<file path="config.mk">
export PLATFORM = sky130hd
export DESIGN_NAME = button_input
export DESIGN_NICKNAME = d
export VERILOG_FILES = /design/src/rtl/button_input.sv
export SDC_FILE = /design/constraint.sdc
export NUM_CORES = 1
export LEC_CHECK = 0
export CORE_ASPECT_RATIO = 1.1
export CORE_UTILIZATION = 25
export CTS_CLUSTER_DIAMETER = 60
export DETAILED_ROUTE_END_ITERATION = 8
export RECOVER_POWER = 100
export SLEW_MARGIN = 20
export SYNTH_ARGS = -nofsm -noshare
export SYNTH_HDL_FRONTEND = slang
export SYNTH_SLANG_ARGS = --single-unit
export TNS_END_PERCENT = 10
</file>
<file path="constraint.sdc">
create_clock -name clk_i -period 4.1 [get_ports clk_i]
set_clock_uncertainty 0.05 [all_clocks]
set_input_delay 0.615 -clock clk_i [delete_from_list [all_inputs] [get_ports clk_i]]
set_output_delay 0.615 -clock clk_i [all_outputs]
set_load 0.01 [all_outputs]
</file>
<file path="src/rtl/button_input.sv">
// Push-button conditioner: synchronizer, debounce and press/release/long/repeat strobes.
// All event outputs are registered; nothing downstream of the synchronizer sees the raw pin.
module button_input #(
  parameter int unsigned DEBOUNCE_CYCLES = 250000,
  parameter int unsigned LONG_CYCLES     = 25000000,
  parameter int unsigned REPEAT_CYCLES   = 5000000,
  parameter bit          ACTIVE_LOW      = 1'b1
) (
  input  logic clk_i,
  input  logic rst_i,
  input  logic btn_in_i,
  output logic btn_level_o,
  output logic press_o,
  output logic release_o,
  output logic release_short_o,
  output logic long_press_o,
  output logic repeat_o
);

  localparam int unsigned DB_W   = $clog2(DEBOUNCE_CYCLES + 1);
  localparam int unsigned HOLD_W = $clog2(LONG_CYCLES + 1);
  localparam int unsigned RPT_W  = (REPEAT_CYCLES == 0) ? 1 : $clog2(REPEAT_CYCLES + 1);
  localparam bit          RPT_EN = (REPEAT_CYCLES != 0);

  // Terminal values are one below the parameter: the cycle that reaches the count fires.
  localparam logic [DB_W-1:0]   DB_LAST   = DB_W'(DEBOUNCE_CYCLES - 1);
  localparam logic [HOLD_W-1:0] HOLD_LAST = HOLD_W'(LONG_CYCLES - 1);
  localparam logic [RPT_W-1:0]  RPT_LAST  = RPT_W'(RPT_EN ? REPEAT_CYCLES - 1 : 0);

  typedef enum logic [1:0] {IDLE, PRESSED, HELD} state_e;

  state_e              state_q, state_d;
  logic                pin_pressed;
  logic                sync1_q, sync2_q;
  logic                stable_q, stable_d;
  logic [DB_W-1:0]     db_cnt_q, db_cnt_d;
  logic [HOLD_W-1:0]   hold_q, hold_d;
  logic [RPT_W-1:0]    rpt_q, rpt_d;
  logic                press_d, release_d, short_d, long_d, repeat_d;

  assign pin_pressed = ACTIVE_LOW ? ~btn_in_i : btn_in_i;

  // State, counters and registered outputs.
  always_ff @(posedge clk_i) begin
    if (rst_i) begin
      sync1_q         <= 1'b0;
      sync2_q         <= 1'b0;
      stable_q        <= 1'b0;
      db_cnt_q        <= '0;
      hold_q          <= '0;
      rpt_q           <= '0;
      state_q         <= IDLE;
      btn_level_o     <= 1'b0;
      press_o         <= 1'b0;
      release_o       <= 1'b0;
      release_short_o <= 1'b0;
      long_press_o    <= 1'b0;
      repeat_o        <= 1'b0;
    end else begin
      sync1_q         <= pin_pressed;
      sync2_q         <= sync1_q;
      stable_q        <= stable_d;
      db_cnt_q        <= db_cnt_d;
      hold_q          <= hold_d;
      rpt_q           <= rpt_d;
      state_q         <= state_d;
      btn_level_o     <= stable_q;
      press_o         <= press_d;
      release_o       <= release_d;
      release_short_o <= short_d;
      long_press_o    <= long_d;
      repeat_o        <= repeat_d;
    end
  end

  // Debounce: count consecutive cycles of disagreement with the stable level.
  always_comb begin
    db_cnt_d = db_cnt_q;
    stable_d = stable_q;
    if (sync2_q == stable_q) begin
      db_cnt_d = '0;
    end else if (db_cnt_q == DB_LAST) begin
      db_cnt_d = '0;
      stable_d = ~stable_q;
    end else begin
      db_cnt_d = db_cnt_q + DB_W'(1);
    end
  end

  // Next-state and hold/repeat counters.
  always_comb begin
    state_d = state_q;
    hold_d  = hold_q;
    rpt_d   = rpt_q;
    case (state_q)
      IDLE: begin
        if (stable_q) begin
          state_d = PRESSED;
          hold_d  = '0;
        end
      end
      PRESSED: begin
        if (!stable_q) begin
          state_d = IDLE;
        end else if (hold_q == HOLD_LAST) begin
          state_d = HELD;
          rpt_d   = '0;
        end else begin
          hold_d = hold_q + HOLD_W'(1);
        end
      end
      HELD: begin
        if (!stable_q) begin
          state_d = IDLE;
        end else if (RPT_EN) begin
          rpt_d = (rpt_q == RPT_LAST) ? '0 : rpt_q + RPT_W'(1);
        end
      end
      default: state_d = IDLE;
    endcase
  end

  // Strobe decode; a release suppresses any coincident long/repeat.
  always_comb begin
    press_d   = 1'b0;
    release_d = 1'b0;
    short_d   = 1'b0;
    long_d    = 1'b0;
    repeat_d  = 1'b0;
    case (state_q)
      IDLE: press_d = stable_q;
      PRESSED: begin
        if (!stable_q) begin
          release_d = 1'b1;
          short_d   = 1'b1;
        end else if (hold_q == HOLD_LAST) begin
          long_d = 1'b1;
        end
      end
      HELD: begin
        if (!stable_q) begin
          release_d = 1'b1;
        end else if (RPT_EN && (rpt_q == RPT_LAST)) begin
          repeat_d = 1'b1;
        end
      end
      default: ;
    endcase
  end

endmodule

</file>
== After elaboration in Yosys (flattened, before gate mapping) ==
Cells that the tools add are included.
Widths: inputs -> output; s select.
Operators by class
  reduce and logical (&&, ||, !) cells: 14
  multiply operators: 0
  div/mod/pow operators: 0
  bitwise logic cells: 7
  add/sub/neg operators: 3
  eq/ne operators: 13
  order comparisons: 0
  muxes and demuxes: 17
  shifts and indexed selects: 0
Operators by type and width (count)
  $mux 23: 4
  $mux 25: 3
  $pmux 25 s2: 1
  $pmux 23 s2: 1
  $add 25x1->25 const B: 1
  $eq 25x25->1 const B: 1
  $add 23x1->23 const B: 1
  $eq 23x23->1 const B: 1
  $add 18x1->18 const B: 1
  $eq 18x18->1 const B: 1
  $ne 2x2->1 const B: 6
  $reduce_or 3->1: 3
  $mux 2: 4
  $reduce_and 4->1: 2
  $reduce_or 2->1: 4
  $not 1->1: 7
  $pmux 2 s3: 1
  $reduce_bool 2->1: 2
  $mux 1: 3
  $ne 3x3->1 const B: 1
  $reduce_and 3->1: 1
  $eq 2x1->1 const B: 1
  $eq 2x2->1 const B: 1
  $logic_not 2->1: 1
  other kinds (2): 2
Word-level totals
  bits in registers: 77
  input port bits: 3
  bits in read-only memories: 0
  bits in writable memories: 0
  output and inout bits: 6
  memories kept: 0
  logic and storage cells: 67
  bits in latches: 0

== Logic depth before layout (Yosys ltp) ==
  depth after elaboration: 4
  depth in mapped cells: 9
  mapped depth without buffers: 7

== Least setup slack after synthesis ==
No wires, ideal clock.
  path kind: register to register
  start point: register rpt_q[0]
  end point: register rpt_q[6]
  data arrival time: 1.867 ns
  clock period less this slack: 2.034 ns
  slack: 2.066 ns
  stages on the path, launching flop included: 9
  path through: dfxtp_1 -> ha_1 -> and3_1 -> and4_1 -> clkbuf_1 -> a211oi_2 -> and2_1 -> buf_2 -> a22o_1
Between the ends
  cells in the longest elaborated chain, start to end: 4
  elaborated cells between the ends (all ways): 5
  classes of those cells: add/sub (1); eq/ne (1); mux (3)
RTL lines
  start: declaration: line 38  | logic [RPT_W-1:0] rpt_q, rpt_d;
  start signal: assignment: line 65  | rpt_q <= rpt_d;
  $add 23x1->23 / $eq 23x23->1 (equally long branches): line 116  | rpt_d = (rpt_q == RPT_LAST) ? '0 : rpt_q + RPT_W'(1);
  $mux 23 *: line 116
  $mux 23 *: line 113  | if (!stable_q) begin
  $pmux 23 s2 *: line 95  | case (state_q)
Mark *: on every way between the ends. The rest lies on a longest branch, timed or not. The select of a mux whose other input is x is not followed.
A chain may end at the register's enable or synchronous reset.

==> impl_metrics.json <==
{
  "status": "complete, no violations",
  "grt_pass1_wl_microns": 14900,
  "ir_drop_mv": 0.216,
  "r2r_slack_ps": 1500,
  "post-route-period-util_pct": 75.5,
  "postCtsHoldBufs": 0,
  "wl_per_cell_microns": 12.9,
  "syn_area_sq_mm": 0.00385,
  "fin_ws_ps": 1010,
  "synth-edff-count": 0,
  "cp-end-kind": "register",
  "r2r-start": "rpt_q[1]",
  "die_h_microns": 132,
  "critPathLaunchType": "input port",
  "slowest_delay_ps": 830,
  "rsz0062_at_grt": "false",
  "dpl.hpwl_microns": 6010,
  "clk_pin_slew_ps": 60,
  "clock_latency_ps": 330,
  "synth_nets": 468,
  "crit_buf_inv": 3,
  "fin_area_sq_mm": 0.00433,
  "antenna_cells": 0,
  "track_usage_pct": 11.4,
  "ys_async_sr_fraction_pct": 0,
  "place_congestion": 0.818,
  "place_inst": 645,
  "dr_wl_met2_microns": 4110,
  "viasPerCell": 5.04,
  "cpLargestDelayFamily": "buffers and inverters",
  "drv_cap": 0,
  "netlist_instances": 459,
  "p_total_mw": 1.50,
  "grt_pass1_vias": 3183,
  "crit_path_cell_trace": "dlygate4sd3_1 -> clkbuf_1 -> inv_1 -> nand2_1 -> a211oi_1 -> and2_1 -> a22o_1",
  "utilization_pct": 28.8,
  "reg2reg_depth": 6,
  "tns_ps": 0,
  "synth_cell_types": 59,
  "postCtsSetupRepairBufs": 0,
  "h-tree-depth": 3,
  "required_ps": 4330,
  "drive_gt1_share_pct": 5.59,
  "yosys_register_bits": 77,
  "grt-ovfl-total": 0,
  "drt.antenna.violating_nets": 0,
  "portBuffers": 8,
  "ys_seq_area_share_pct": 40.1,
  "drt-met1-wl_microns": 4000,
  "fill_cells": 1659,
  "cp-startpoint": "rst_i",
  "holdPathStages": 1,
  "ys_warn_count": 0,
  "met3_length_microns": 291,
  "highest_layer": "met4",
  "finalWirelength_microns": 8540,
  "cts-buffers-inserted": 9,
  "antenna_found_initial": 0,
  "cts_resized": 0,
  "critPathKind": "input port to register",
  "hold_slack_ps": 397,
  "min_path_type": "register to register",
  "slew_viol_final": 0,
  "placed_cell_area_sq_mm": 0.00408,
  "crit_fanout": 17,
  "root_buffer": "clkbuf_16",
  "final_cells": 661,
  "fmax_ghz": 0.323,
  "relSlewSlack_pct": 28.8,
  "die_area_sq_mm": 0.0159,
  "setup_violations": 0,
  "holdPathEnd": "sync2_q",
  "io_pins": 9,
  "power_leakage_nw": 1.33,
  "drcViolationCount": 0,
  "timing_hold_violations_final": 0,
  "cts_num_sinks": 77,
  "rows": 47,
  "initial_utilization_pct": 25.6,
  "die_w_microns": 120,
  "dp_slack_ps": 1370,
  "worst_slew_pin_slew_ps": 1070,
  "critPathSlowestCell": "a211oi_1",
  "rr_endpoint": "rpt_q[6]",
  "grt_max_degree": 24,
  "cts_tree": "built",
  "syn_avg_cell_area_sq_um": 8.38,
  "firstDrtPassIters": 4,
  "powerDensity_mw_per_mm2": 347,
  "min_from": "sync1_q",
  "fin_crit_ps": 3090,
  "synthToLayoutAreaGrowth_pct": 12.6,
  "core_sq_mm": 0.0151,
  "drtIter0Drc": 256,
  "clockBufferDepth": 2,
  "fin_nets": 469,
  "num_vias": 3334,
  "synthFlopType": "dfxtp_1",
  "arrival_ps": 3320
}
worst max-delay path by stage:
stage	end	slack, ps	cells past startpoint
after global placement	rpt_q[6]	1400	7
after detailed placement	rpt_q[6]	1370	7
after floorplan	rpt_q[6]	2070	8
final	rpt_q[6]	1010	7
after global routing	rpt_q[0]	690	7
after CTS	hold_q[14]	1530	5
where the power goes:
| part | switching [mW] | internal, mW |
|---|---|---|
| logic | 0.0144 | 0.00626 |
| clock network | 0.287 | 0.443 |
| registers | 0.000598 | 0.750 |
| total | 0.302 | 1.20 |
layout make-up:
type	instances	area [sq um]	share of cell area, %
clock buffer	15	268	6.18
tap	196	245	5.66
sequential	77	1540	35.6
timing repair buffer	10	87.6	2.02
inverter	24	90.1	2.08
multi-input combinational	338	2090	48.3
clock inverter	1	5.00	0.116
cells in the mapped netlist, drive strengths merged, types with 4 or more instances:
cell type  number  area share, %
inv            24            2.3
or3            14            2.3
xnor2          19            4.3
or2             5           0.81
dfxtp          77             40
nand3          32            4.2
nand4          24            4.2
o22ai           7            1.1
a21o            5           0.98
o31ai           6            1.2
and4            7            1.7
nor2           49            4.8
buf            11            1.9
and2            6           0.98
a21oi          28            3.6
o21ai          19            2.5
and3            7            1.1
nor4           13            2.4
a22o            5            1.1
a211oi          5            1.2
nand2          26            2.5
clkbuf          8           0.78
nor3           13            2.0
xor2            7            1.6
a31oi           4           0.65
ha              6            2.0
o211ai          4           0.78
registers in the layout, indices dropped and copies added (netlist names):
| register | flops |
|---|---|
| btn_level_o | 1 |
| repeat_o | 1 |
| stable_q | 1 |
| release_short_o | 1 |
| db_cnt_q | 18 |
| hold_q | 25 |
| rpt_q | 23 |
| press_o | 1 |
| long_press_o | 1 |
| sync1_q | 1 |
| state_q | 2 |
| sync2_q | 1 |
| release_o | 1 |
cells in the final DEF, fill, tap and decap left out, types with 13 or more instances in the layout:
| master | synthesis | layout |
|---|---|---|
| nand3_1 | 32 | 32 |
| o21ai_0 | 14 | 18 |
| xnor2_1 | 19 | 19 |
| nor2_1 | 49 | 49 |
| nand2_1 | 26 | 26 |
| dfxtp_1 | 77 | 77 |
| nand4_1 | 22 | 23 |
| inv_1 | 24 | 24 |
| a21oi_1 | 28 | 28 |
| or3_1 | 13 | 13 |
cell families (layout without fill, tap and decap cells):
logic type               count (synthesis)  in the layout  share of synthesized area (%)
AND/OR/NAND/NOR                        208            208                           30.0
AO/OA/AOI/OAI                           95             95                           16.0
flip-flops                              77             77                           40.1
buffers and inverters                   44             50                           5.24
XOR/XNOR                                26             26                           5.92
adder cells (fa/ha/maj)                  6              6                           1.95
multiplexers                             3              3                          0.813
layer usage:
| layer | GRT usage, % | vias up |
|---|---|---|
| li1 | - | 1679 |
| met1 | 14.1 | 1598 |
| met2 | 19.0 | 47 |
| met3 | 2.90 | 10 |
| met4 | 4.60 | 0 |
| met5 | 0 | - |
Note: power is estimated with default switching activity, not from simulation.
